<file path="config.mk">
export PLATFORM = sky130hd
export DESIGN_NAME = pipeline_stall_controller_flat
export DESIGN_NICKNAME = d
export VERILOG_FILES = /design/src/rtl/pipeline_stall_controller_pkg.sv /design/src/rtl/pipeline_stall_controller_if.sv /design/src/rtl/pipeline_stall_controller_sat_counter.sv /design/src/rtl/pipeline_stall_controller.sv /design/src/flat_wrapper.sv
export SDC_FILE = /design/constraint.sdc
export NUM_CORES = 1
export LEC_CHECK = 0
export CELL_PAD_IN_SITES_DETAIL_PLACEMENT = 1
export CELL_PAD_IN_SITES_GLOBAL_PLACEMENT = 2
export CORE_UTILIZATION = 29
export DETAILED_ROUTE_END_ITERATION = 7
export PLACE_DENSITY_LB_ADDON = 0.1
export SLEW_MARGIN = 30
export SYNTH_ARGS = -nofsm -noshare
export SYNTH_HDL_FRONTEND = slang
export SYNTH_SLANG_ARGS = --single-unit
</file>
<file path="constraint.sdc">
create_clock -name clk -period 1.9 [get_ports clk]
set_input_delay 0.475 -clock clk [delete_from_list [all_inputs] [get_ports clk]]
set_output_delay 0.475 -clock clk [all_outputs]
set_load 0.005 [all_outputs]
</file>
<file path="src/rtl/pipeline_stall_controller_pkg.sv">
// Shared types for the pipeline stall controller: FSM state encoding and the
// bundle of per-stage freeze/flush/bubble controls with its canonical values.
package pipe_ctrl_pkg;

    typedef enum logic {
        ST_RUN      = 1'b0,
        ST_MEM_WAIT = 1'b1
    } state_e;

    typedef struct packed {
        logic freeze_pc;
        logic freeze_if_id;
        logic flush_if_id;
        logic bubble_id_exe;
        logic freeze_id_exe;
        logic freeze_exe_mem;
        logic bubble_mem_wb;
    } ctrl_bundle_t;

    localparam ctrl_bundle_t CTRL_IDLE       = 7'b000_0000;
    localparam ctrl_bundle_t CTRL_MEM_STALL  = 7'b110_0111;
    localparam ctrl_bundle_t CTRL_BRANCH     = 7'b001_1000;
    localparam ctrl_bundle_t CTRL_DATA_STALL = 7'b110_1000;

endpackage

</file>
<file path="src/rtl/pipeline_stall_controller_if.sv">
// Handshake bundle between the pipeline (master: hazard/branch/SRAM status)
// and the stall controller (slave: per-stage controls and statistics).
interface pipeline_stall_controller_if #(
    parameter int CNT_W = 16
);
    logic             hazard;
    logic             forward_en;
    logic             mem_read_exe;
    logic             branch_taken;
    logic             mem_req;
    logic             mem_ready;
    logic             freeze_pc;
    logic             freeze_if_id;
    logic             flush_if_id;
    logic             bubble_id_exe;
    logic             freeze_id_exe;
    logic             freeze_exe_mem;
    logic             bubble_mem_wb;
    logic             mem_timeout;
    logic             in_mem_wait;
    logic [CNT_W-1:0] data_stall_cnt;
    logic [CNT_W-1:0] mem_stall_cnt;

    modport master (
        output hazard, forward_en, mem_read_exe, branch_taken, mem_req, mem_ready,
        input  freeze_pc, freeze_if_id, flush_if_id, bubble_id_exe, freeze_id_exe,
               freeze_exe_mem, bubble_mem_wb, mem_timeout, in_mem_wait,
               data_stall_cnt, mem_stall_cnt
    );

    modport slave (
        input  hazard, forward_en, mem_read_exe, branch_taken, mem_req, mem_ready,
        output freeze_pc, freeze_if_id, flush_if_id, bubble_id_exe, freeze_id_exe,
               freeze_exe_mem, bubble_mem_wb, mem_timeout, in_mem_wait,
               data_stall_cnt, mem_stall_cnt
    );
endinterface

</file>
<file path="src/rtl/pipeline_stall_controller_sat_counter.sv">
// Saturating up-counter used for stall statistics; sticks at all-ones.
module sat_counter #(
    parameter int W = 16
) (
    input  logic         clk,
    input  logic         rst,
    input  logic         inc,
    output logic [W-1:0] cnt
);
    logic [W-1:0] r_cnt;

    // Count up on inc, holding at the maximum value instead of wrapping
    always_ff @(posedge clk) begin
        if (!rst) begin
            r_cnt <= {W{1'b0}};
        end else if (inc && (r_cnt != {W{1'b1}})) begin
            r_cnt <= r_cnt + {{(W-1){1'b0}}, 1'b1};
        end else begin
            r_cnt <= r_cnt;
        end
    end

    assign cnt = r_cnt;
endmodule

</file>
<file path="src/rtl/pipeline_stall_controller.sv">
// Stall/flush sequencer: merges SRAM wait, taken branch and data hazard into
// per-stage pipeline controls; tracks a sticky SRAM timeout and stall counts.
module pipeline_stall_controller
    import pipe_ctrl_pkg::*;
#(
    parameter int CNT_W       = 16,
    parameter int MEM_TIMEOUT = 64
) (
    input  logic                           clk,
    input  logic                           rst,
    pipeline_stall_controller_if.slave     bus
);
    localparam int WAIT_W = $clog2(MEM_TIMEOUT + 1);
    localparam logic [WAIT_W-1:0] WAIT_LAST = WAIT_W'(MEM_TIMEOUT - 1);
    localparam logic [WAIT_W-1:0] WAIT_MAX  = WAIT_W'(MEM_TIMEOUT);

    state_e            r_state;
    state_e            w_next_state;
    logic [WAIT_W-1:0] r_wait_cnt;
    logic              r_timeout;
    logic              w_mem_stall;
    logic              w_data_stall;
    ctrl_bundle_t      w_ctrl;
    logic [CNT_W-1:0]  w_data_cnt;
    logic [CNT_W-1:0]  w_mem_cnt;

    // Next state and stall decode; memory wait outranks branch, branch outranks data hazard
    always_comb begin
        w_next_state = r_state;
        w_mem_stall  = 1'b0;
        w_data_stall = 1'b0;
        w_ctrl       = CTRL_IDLE;
        case (r_state)
            ST_RUN: begin
                w_mem_stall = bus.mem_req & ~bus.mem_ready;
                if (w_mem_stall) begin
                    w_next_state = ST_MEM_WAIT;
                end else begin
                    w_next_state = ST_RUN;
                end
            end
            ST_MEM_WAIT: begin
                w_mem_stall = ~bus.mem_ready;
                if (bus.mem_ready) begin
                    w_next_state = ST_RUN;
                end else begin
                    w_next_state = ST_MEM_WAIT;
                end
            end
            default: begin
                w_mem_stall  = 1'b0;
                w_next_state = ST_RUN;
            end
        endcase
        // A taken branch squashes the ID instruction, so its hazard cannot stall
        w_data_stall = rst & ~w_mem_stall & ~bus.branch_taken & bus.hazard
                       & (~bus.forward_en | bus.mem_read_exe);
        if (!rst) begin
            w_ctrl = CTRL_IDLE;
        end else if (w_mem_stall) begin
            w_ctrl = CTRL_MEM_STALL;
        end else if (bus.branch_taken) begin
            w_ctrl = CTRL_BRANCH;
        end else if (w_data_stall) begin
            w_ctrl = CTRL_DATA_STALL;
        end else begin
            w_ctrl = CTRL_IDLE;
        end
    end

    // FSM state register
    always_ff @(posedge clk) begin
        if (!rst) begin
            r_state <= ST_RUN;
        end else begin
            r_state <= w_next_state;
        end
    end

    // Wait-cycle counter: zero outside MEM_WAIT, saturates at the timeout value
    always_ff @(posedge clk) begin
        if (!rst) begin
            r_wait_cnt <= {WAIT_W{1'b0}};
        end else if (r_state == ST_RUN) begin
            r_wait_cnt <= {WAIT_W{1'b0}};
        end else if (!bus.mem_ready && (r_wait_cnt != WAIT_MAX)) begin
            r_wait_cnt <= r_wait_cnt + {{(WAIT_W-1){1'b0}}, 1'b1};
        end else begin
            r_wait_cnt <= r_wait_cnt;
        end
    end

    // Sticky timeout, set on the wait cycle that brings the count to MEM_TIMEOUT
    always_ff @(posedge clk) begin
        if (!rst) begin
            r_timeout <= 1'b0;
        end else if ((r_state == ST_MEM_WAIT) && !bus.mem_ready && (r_wait_cnt == WAIT_LAST)) begin
            r_timeout <= 1'b1;
        end else begin
            r_timeout <= r_timeout;
        end
    end

    sat_counter #(.W(CNT_W)) u_data_cnt (
        .clk (clk),
        .rst (rst),
        .inc (w_data_stall),
        .cnt (w_data_cnt)
    );

    sat_counter #(.W(CNT_W)) u_mem_cnt (
        .clk (clk),
        .rst (rst),
        .inc (w_mem_stall),
        .cnt (w_mem_cnt)
    );

    assign bus.freeze_pc      = w_ctrl.freeze_pc;
    assign bus.freeze_if_id   = w_ctrl.freeze_if_id;
    assign bus.flush_if_id    = w_ctrl.flush_if_id;
    assign bus.bubble_id_exe  = w_ctrl.bubble_id_exe;
    assign bus.freeze_id_exe  = w_ctrl.freeze_id_exe;
    assign bus.freeze_exe_mem = w_ctrl.freeze_exe_mem;
    assign bus.bubble_mem_wb  = w_ctrl.bubble_mem_wb;
    assign bus.mem_timeout    = r_timeout;
    assign bus.in_mem_wait    = rst & (r_state == ST_MEM_WAIT);
    assign bus.data_stall_cnt = w_data_cnt;
    assign bus.mem_stall_cnt  = w_mem_cnt;
endmodule

</file>
<file path="src/flat_wrapper.sv">
// flat-port wrapper written by rule: the top's interface ports become plain ports
module pipeline_stall_controller_flat import pipe_ctrl_pkg::*;
#(
    parameter int CNT_W       = 16,
    parameter int MEM_TIMEOUT = 64
)
  (clk, rst, bus_hazard, bus_forward_en, bus_mem_read_exe, bus_branch_taken, bus_mem_req, bus_mem_ready, bus_freeze_pc, bus_freeze_if_id, bus_flush_if_id, bus_bubble_id_exe, bus_freeze_id_exe, bus_freeze_exe_mem, bus_bubble_mem_wb, bus_mem_timeout, bus_in_mem_wait, bus_data_stall_cnt, bus_mem_stall_cnt);
  pipeline_stall_controller_if #(.CNT_W(CNT_W)) bus_i ();
  input  logic clk;
  input  logic rst;
  input wire logic [$bits(bus_i.hazard)-1:0] bus_hazard;
  input wire logic [$bits(bus_i.forward_en)-1:0] bus_forward_en;
  input wire logic [$bits(bus_i.mem_read_exe)-1:0] bus_mem_read_exe;
  input wire logic [$bits(bus_i.branch_taken)-1:0] bus_branch_taken;
  input wire logic [$bits(bus_i.mem_req)-1:0] bus_mem_req;
  input wire logic [$bits(bus_i.mem_ready)-1:0] bus_mem_ready;
  output wire logic [$bits(bus_i.freeze_pc)-1:0] bus_freeze_pc;
  output wire logic [$bits(bus_i.freeze_if_id)-1:0] bus_freeze_if_id;
  output wire logic [$bits(bus_i.flush_if_id)-1:0] bus_flush_if_id;
  output wire logic [$bits(bus_i.bubble_id_exe)-1:0] bus_bubble_id_exe;
  output wire logic [$bits(bus_i.freeze_id_exe)-1:0] bus_freeze_id_exe;
  output wire logic [$bits(bus_i.freeze_exe_mem)-1:0] bus_freeze_exe_mem;
  output wire logic [$bits(bus_i.bubble_mem_wb)-1:0] bus_bubble_mem_wb;
  output wire logic [$bits(bus_i.mem_timeout)-1:0] bus_mem_timeout;
  output wire logic [$bits(bus_i.in_mem_wait)-1:0] bus_in_mem_wait;
  output wire logic [$bits(bus_i.data_stall_cnt)-1:0] bus_data_stall_cnt;
  output wire logic [$bits(bus_i.mem_stall_cnt)-1:0] bus_mem_stall_cnt;
  assign bus_i.hazard = bus_hazard;
  assign bus_i.forward_en = bus_forward_en;
  assign bus_i.mem_read_exe = bus_mem_read_exe;
  assign bus_i.branch_taken = bus_branch_taken;
  assign bus_i.mem_req = bus_mem_req;
  assign bus_i.mem_ready = bus_mem_ready;
  assign bus_freeze_pc = bus_i.freeze_pc;
  assign bus_freeze_if_id = bus_i.freeze_if_id;
  assign bus_flush_if_id = bus_i.flush_if_id;
  assign bus_bubble_id_exe = bus_i.bubble_id_exe;
  assign bus_freeze_id_exe = bus_i.freeze_id_exe;
  assign bus_freeze_exe_mem = bus_i.freeze_exe_mem;
  assign bus_bubble_mem_wb = bus_i.bubble_mem_wb;
  assign bus_mem_timeout = bus_i.mem_timeout;
  assign bus_in_mem_wait = bus_i.in_mem_wait;
  assign bus_data_stall_cnt = bus_i.data_stall_cnt;
  assign bus_mem_stall_cnt = bus_i.mem_stall_cnt;
  pipeline_stall_controller #(.CNT_W(CNT_W), .MEM_TIMEOUT(MEM_TIMEOUT)) u_core (.clk(clk), .rst(rst), .bus(bus_i));
endmodule
</file>
==> impl_metrics.tcl, run 1 <==
set metrics [dict create \
    status "finished clean" \
    finalNonFillerCells 434 \
    groute.usage.overall 0.174 \
    syn-num-nets 267 \
    crit_chain "clkdlybuf4s50_1 -> nand2b_4 -> a21o_1 -> buf_2" \
    cell_internal_pwr_mw 1.36 \
    synth_warnings 0 \
    period_share 0.978 \
    slew_viol_final 0 \
    rows 31 \
    drc 0 \
    die_x_um 88.9 \
    h-tree-depth 2 \
    grt_pass1_wl_mm 10.4 \
    drtPass1Iterations 4 \
    antenna_found_initial 0 \
    dp_cells 420 \
    core_area_um2 7290 \
    place.gp.congestion 0.782 \
    power.density_nw_per_um2 559 \
    drtAntennaViolNets 0 \
    cp-end-kind "output pin" \
    max_stage_delay_ps 510 \
    finalCriticalPeriod_ps 1860 \
    port_buffers 48 \
    vias 2194 \
    die_y_um 88.9 \
    drive_gt1_frac 0.191 \
    viasPerCell 5.06 \
    fin_util 0.429 \
    seqPwrFrac 0.496 \
    switchingPower_mw 0.390 \
    antenna_cells 0 \
    worstMarginPinSlew_ps 370 \
    synthArstFlopShare 0 \
    drt_iter0_drc 45 \
    p_sw_frac 0.223 \
    synth_edf_count 0 \
    synth_area_leader_cell "dfxtp_1" \
    drt-wirelength-per-cell_um 14.4 \
    synth.avg_cell_area_um2 8.59 \
    finalSetupTns_ps 0 \
    cts.sinks 41 \
    hold_path.class "flip-flop to flip-flop" \
    clk_pin_slew_ps 90 \
    cts.path.max_buffers 2 \
    synth_common_cells "41 x dfxtp_1, 25 x nand2_1, 20 x a21oi_1, 14 x nor2_1, 13 x nand3_1" \
    clockPowerShare 0.428 \
    synth_flop_cell "dfxtp_1" \
    yosysMostFrequentCell "dfxtp_1" \
    syn_to_final_growth_pct 42.9 \
    multi_input_area_um2 1300 \
    ir_drop_uv 249 \
    cp.required_ps 1420 \
    cts_buffers 5 \
    regArea_um2 825 \
    ys_seq_elements 41 \
    leakage_nw 1.14 \
    start_util 0.300 \
    routed_wirelength_mm 6.25 \
    synth.area.top_cells "dfxtp_1 37%, a21oi_1 4.6%, nand2_1 4.3%" \
    crit_path_start_kind "input pin" \
    fmax_mhz 538 \
    cts_tree "yes" \
    grt_start_max_net_pins 25 \
    worst-setup-path-type "input pin to output pin" \
    max-cap-violations 0 \
    syn_area_um2 2190 \
    clk_latency_ps 300 \
    relSlewSlack 0.751 \
    rsz0062_at_grt "false" \
    grt_pass1_vias 2126 \
    synth_cells 255 \
    fp.dieArea_um2 7910 \
    io_pins 49 \
    layout.nets 346 \
    grt-ovfl-total 0 \
    finalClockSkew_ps 13.7 \
    power_frac_comb 0.076 \
    cp.arrival_ps 1380 \
    seq_area_frac_synth 0.375 \
    ys_types 47 \
    cpMaxStageDelayCell "clkdlybuf4s50_1" \
    num-fill-cells 880 \
    hpwlAfterDp_mm 4.56 \
    synth_top_area_share 0.375 \
    root_buffer "clkbuf_8" \
    finalHoldViolCount 0 \
    finalSetupViolations 0 \
    critPathMaxFanout 3 \
]
[worst max-delay path, delay by kind of cell]
kind	cells	cell delay [ps]
AOI/OAI and AO/OA	1	190
buffers and inverters	2	640
and+or+nand+nor	1	80
[path summary, 6_finish.rpt]
path                                               start                  endpoint  slack, ps  depth (start not counted)
worst max register to register  u_core.u_data_cnt.cnt[1]  u_core.u_data_cnt.cnt[3]        120                          5
worst min register to register    u_core.bus.mem_timeout    u_core.bus.mem_timeout        500                          2
worst min-delay path              u_core.bus.mem_timeout    u_core.bus.mem_timeout        500                          2
worst max-delay path                      bus_forward_en          bus_freeze_if_id         40                          4
[flip-flops by register name (all words and copies together) (netlist names)]
signal                  cells
u_core.bus.mem_timeout      1
u_core.r_state              1
u_core.u_data_cnt.cnt      16
u_core.r_wait_cnt           7
u_core.u_mem_cnt.cnt       16
[what timing repair did]
action,CTS,global route
setup endpoints to repair,21,14
pin swaps,5,2
gates resized for setup,42,8
hold buffers,0,0
gates cloned,0,0
buffers inserted,6,1
[layout make-up]
| cell class | instances | share of cell area |
|---|---|---|
| repair buffers | 84 | 0.235 |
| clock buffers | 6 | 0.0264 |
| multi-input cells | 195 | 0.415 |
| clock inverters | 2 | 0.0120 |
| inverters | 7 | 0.00839 |
| well taps | 99 | 0.0396 |
| flip-flops and latches | 41 | 0.263 |
[layer usage]
metal  wire [µm]  vias to the layer above  track usage
met5           0                        -            0
met4          93                        0       0.0733
met3         250                        6       0.0416
met2        2860                       39        0.271
met1        3040                     1028        0.230
li1            -                     1121            -
[power by group through the flow]
stage	combinational (mW)	sequential (mW)	clock [mW]
after floorplan	0.0579	0.889	0
after global placement	0.129	0.889	0
after detailed placement	0.129	0.889	0
after CTS	0.134	0.869	0.775
after global routing	0.145	0.869	0.818
final	0.133	0.868	0.749
[per-stage QoR]
| stage | hold WS [ps] | area, µm² | power [mW] | setup slack [ps] |
|---|---|---|---|---|
| floorplan | 461 | 2190 | 0.947 | 147 |
| global placement | 483 | 2960 | 1.02 | -609 |
| detailed placement | 484 | 2960 | 1.02 | -618 |
| CTS | 513 | 3110 | 1.78 | 0.411 |
| global route | 513 | 3130 | 1.83 | 3.65 |
| finish | 501 | 3130 | 1.75 | 41.3 |
[cell usage in the layout (no fill, tap or decap), types with 3 or more instances in the layout]
cell type / synthesis / routed
mux2i_1: 8 / 8
nor4_1: 5 / 5
or3_1: 7 / 7
nor3b_1: 3 / 3
buf_6: 1 / 4
buf_4: 4 / 31
inv_1: 7 / 7
dfxtp_1: 41 / 40
a21oi_1: 20 / 20
buf_2: 1 / 8
or4_1: 12 / 12
clkdlybuf4s50_1: 0 / 35
a31oi_1: 4 / 4
and3_1: 5 / 4
and4_1: 6 / 6
nor2_1: 14 / 13
ha_1: 4 / 4
dlygate4sd2_1: 0 / 3
clkbuf_8: 0 / 6
xnor2_1: 3 / 3
o41ai_1: 3 / 3
o31ai_1: 9 / 9
o21ai_0: 10 / 10
nand2_1: 25 / 25
nand3_1: 13 / 13
nand4_1: 8 / 8
nand2b_1: 9 / 8
[kinds of logic (layout without fill, tap and decap cells)]
group           after synthesis  after routing  share of synthesized area
compound gates               56             56                      0.166
fa+ha+maj                     4              4                     0.0228
buf+inv                      19             99                     0.0434
mux                           8              8                     0.0366
xor+xnor                      5              5                     0.0200
simple gates                122            122                      0.337
flops                        41             41                      0.375
Note: power is estimated with default switching activity, not from simulation.
==> run 2, diff against run 1 <==
Settings changed: ABC_AREA set to 1, CORE_UTILIZATION 29 to 27.
==> run 2 against run 1 <==
  * Clock-buffer cell count is 1 higher
  * Clock skew shrank 11 ps
  * Sequential share of layout area decreased by 1.2 points
  * Sequential power about the same
  * Cell count grew 27%
  * Setup slack improved by 39 ps
  * Largest cell class unchanged
  * Highest routed layer unchanged
==> impl_metrics.tcl, run 2 <==
set metrics [dict create \
    status "finished clean" \
    hp-start "u_core.bus.mem_timeout" \
    synth_edf_count 0 \
    crit_chain "dlygate4sd2_1 -> nor2_2 -> inv_2 -> buf_6 -> a21oi_4 -> buf_2" \
    ys_seq_elements 41 \
    synth_mux_area_frac 0 \
    synth-simple-area-share 0.395 \
    synth_top_family_by_area "simple AND/OR/NAND/NOR gates" \
    p_sw_frac 0.239 \
    crit_path_start_kind "input pin" \
    cpMaxStageDelayCell "dlygate4sd2_1" \
    finalSetupViolations 0 \
    drt_iter0_drc 33 \
    cts.path.max_buffers 2 \
    rows 33 \
    fp.dieArea_um2 9180 \
    io_pins 49 \
    root_buffer "clkbuf_8" \
    grt_pass1_vias 2607 \
    synth_top_area_share 0.345 \
    rsz0062_at_grt "false" \
    period_share 0.958 \
    finalHoldViolCount 0 \
    hpwlAfterDp_mm 5.50 \
    worstReg2RegStart "u_core.r_state" \
    synth-xor-area-share 0.0479 \
    max-cap-violations 0 \
    grt_start_max_net_pins 18 \
    finalCriticalPeriod_ps 1820 \
    relSlewSlack 0.793 \
    grt-ovfl-total 0 \
    cp.arrival_ps 1340 \
    routed_wirelength_mm 7.24 \
    yosysMostFrequentCell "nand2_1" \
    leakage_nw 1.26 \
    clk_latency_ps 300 \
    seq_area_frac_synth 0.345 \
    synth_flop_cell "dfxtp_1" \
    antenna_found_initial 0 \
    layout.nets 457 \
    place.gp.congestion 0.744 \
    critPathMaxFanout 3 \
    drive_gt1_frac 0.168 \
    cp.required_ps 1420 \
    drt-wirelength-per-cell_um 13.1 \
    core_area_um2 8380 \
    layout_common_cells "117 x nand2_1, 62 x nor2_1, 40 x dfxtp_1, 34 x inv_1, 33 x clkdlybuf4s50_1" \
    finalClockSkew_ps 2.67 \
    hold_ws_ps 459 \
    synthArstFlopShare 0 \
    reg2reg_slack_ps 340 \
    worst-setup-path-type "input pin to output pin" \
    grt_pass1_wl_mm 12.6 \
    synth.avg_cell_area_um2 6.43 \
    antenna_cells 0 \
    h-tree-depth 2 \
    groute.usage.overall 0.177 \
    ir_drop_uv 245 \
    synth.area.top_cells "dfxtp_1 35%, nand2_1 19%, nor2_1 10%" \
    vias 2533 \
    cp-end-kind "output pin" \
    die_x_um 95.8 \
    crit_start "bus_mem_ready" \
    ys_types 26 \
    synth_cells 370 \
    power_frac_comb 0.101 \
    cts_buffers 5 \
    syn_to_final_growth_pct 37.8 \
    worstMarginPinSlew_ps 309 \
    drtPass1Iterations 4 \
    synth_area_leader_cell "dfxtp_1" \
    port_buffers 48 \
    fmax_mhz 550 \
    drc 0 \
    syn-num-nets 382 \
    hold_path.class "flip-flop to flip-flop" \
    cts.sinks 41 \
    viasPerCell 4.60 \
    switchingPower_mw 0.433 \
    synthAdderAreaFrac 0.0211 \
    clk_pin_slew_ps 80 \
    start_util 0.284 \
    drtAntennaViolNets 0 \
    power.density_nw_per_um2 554 \
    cell_internal_pwr_mw 1.38 \
    max_stage_delay_ps 250 \
    seqPwrFrac 0.480 \
    synth_common_cells "118 x nand2_1, 65 x nor2_1, 41 x dfxtp_1, 35 x inv_1, 22 x a21oi_1" \
    synth_warnings 0 \
    synth_compound_area_frac 0.0984 \
    syn_area_um2 2380 \
    mostFrequentLayoutCell "nand2_1" \
    die_y_um 95.8 \
    fin_util 0.391 \
    slew_viol_final 0 \
    cts_tree "yes" \
    clockPowerShare 0.419 \
]
[run 2: power by group through the flow]
stage	Combinational [mW]	Clock (mW)	Sequential [mW]
floorplan	0.0708	0	0.894
global placement	0.173	0	0.890
detailed placement	0.176	0	0.890
CTS	0.185	0.791	0.871
global route	0.204	0.819	0.872
finish	0.183	0.760	0.870
[run 2: worst paths after layout]
path              cells past startpoint                       to
hold reg to reg                       2   u_core.bus.mem_timeout
setup / recovery                      6            bus_freeze_pc
setup reg to reg                     10  u_core.u_mem_cnt.cnt[4]
hold / removal                        2   u_core.bus.mem_timeout
[run 2: cell type report]
| type | count | area, µm² |
|---|---|---|
| clock buffer | 7 | 86.3 |
| timing repair buffer | 78 | 681 |
| clock inverter | 1 | 30.0 |
| inverter | 38 | 144 |
| fill | 1090 | 5100 |
| multi-input combinational | 281 | 1380 |
| tap | 105 | 131 |
| sequential | 41 | 822 |
[run 2: routing by layer]
| metal | vias to the layer above | part of all wire | global-route usage |
|---|---|---|---|
| li1 | 1312 | - | - |
| met1 | 1191 | 0.46 | 0.216 |
| met2 | 25 | 0.51 | 0.321 |
| met3 | 5 | 0.022 | 0.0269 |
| met4 | 0 | 0.011 | 0.0485 |
| met5 | - | 0 | 0 |
[run 2: critical path, delay by kind of cell]
family	cells	cell delay, ps
AND/OR/NAND/NOR	1	150
buffers and inverters	4	580
AO/OA/AOI/OAI	1	140
[run 2: per-stage QoR]
step	TNS (ps)	total power [mW]	area, µm²	cells	worst slack (ps)
3_5_place_dp	-8200	1.07	3110	537	-673
4_1_cts	0	1.85	3280	551	9.42
5_1_grt	0	1.89	3280	551	10.8
3_3_place_gp	-6870	1.06	3110	537	-635
6_report	0	1.81	3280	551	80.5
2_1_floorplan	0	0.965	2380	370	200
[run 2: timing repair]
action | 4_1_cts | 5_1_grt
setup endpoints to repair | 8 | 7
hold buffers | 0 | 0
pin swaps | 7 | 2
setup buffers | 6 | 0
gates resized for setup | 43 | 10
[run 2: cells by family after synthesis]
family | after synthesis
simple gates | 224
buf+inv | 48
flops | 41
compound gates | 40
xor+xnor | 13
fa+ha+maj | 4
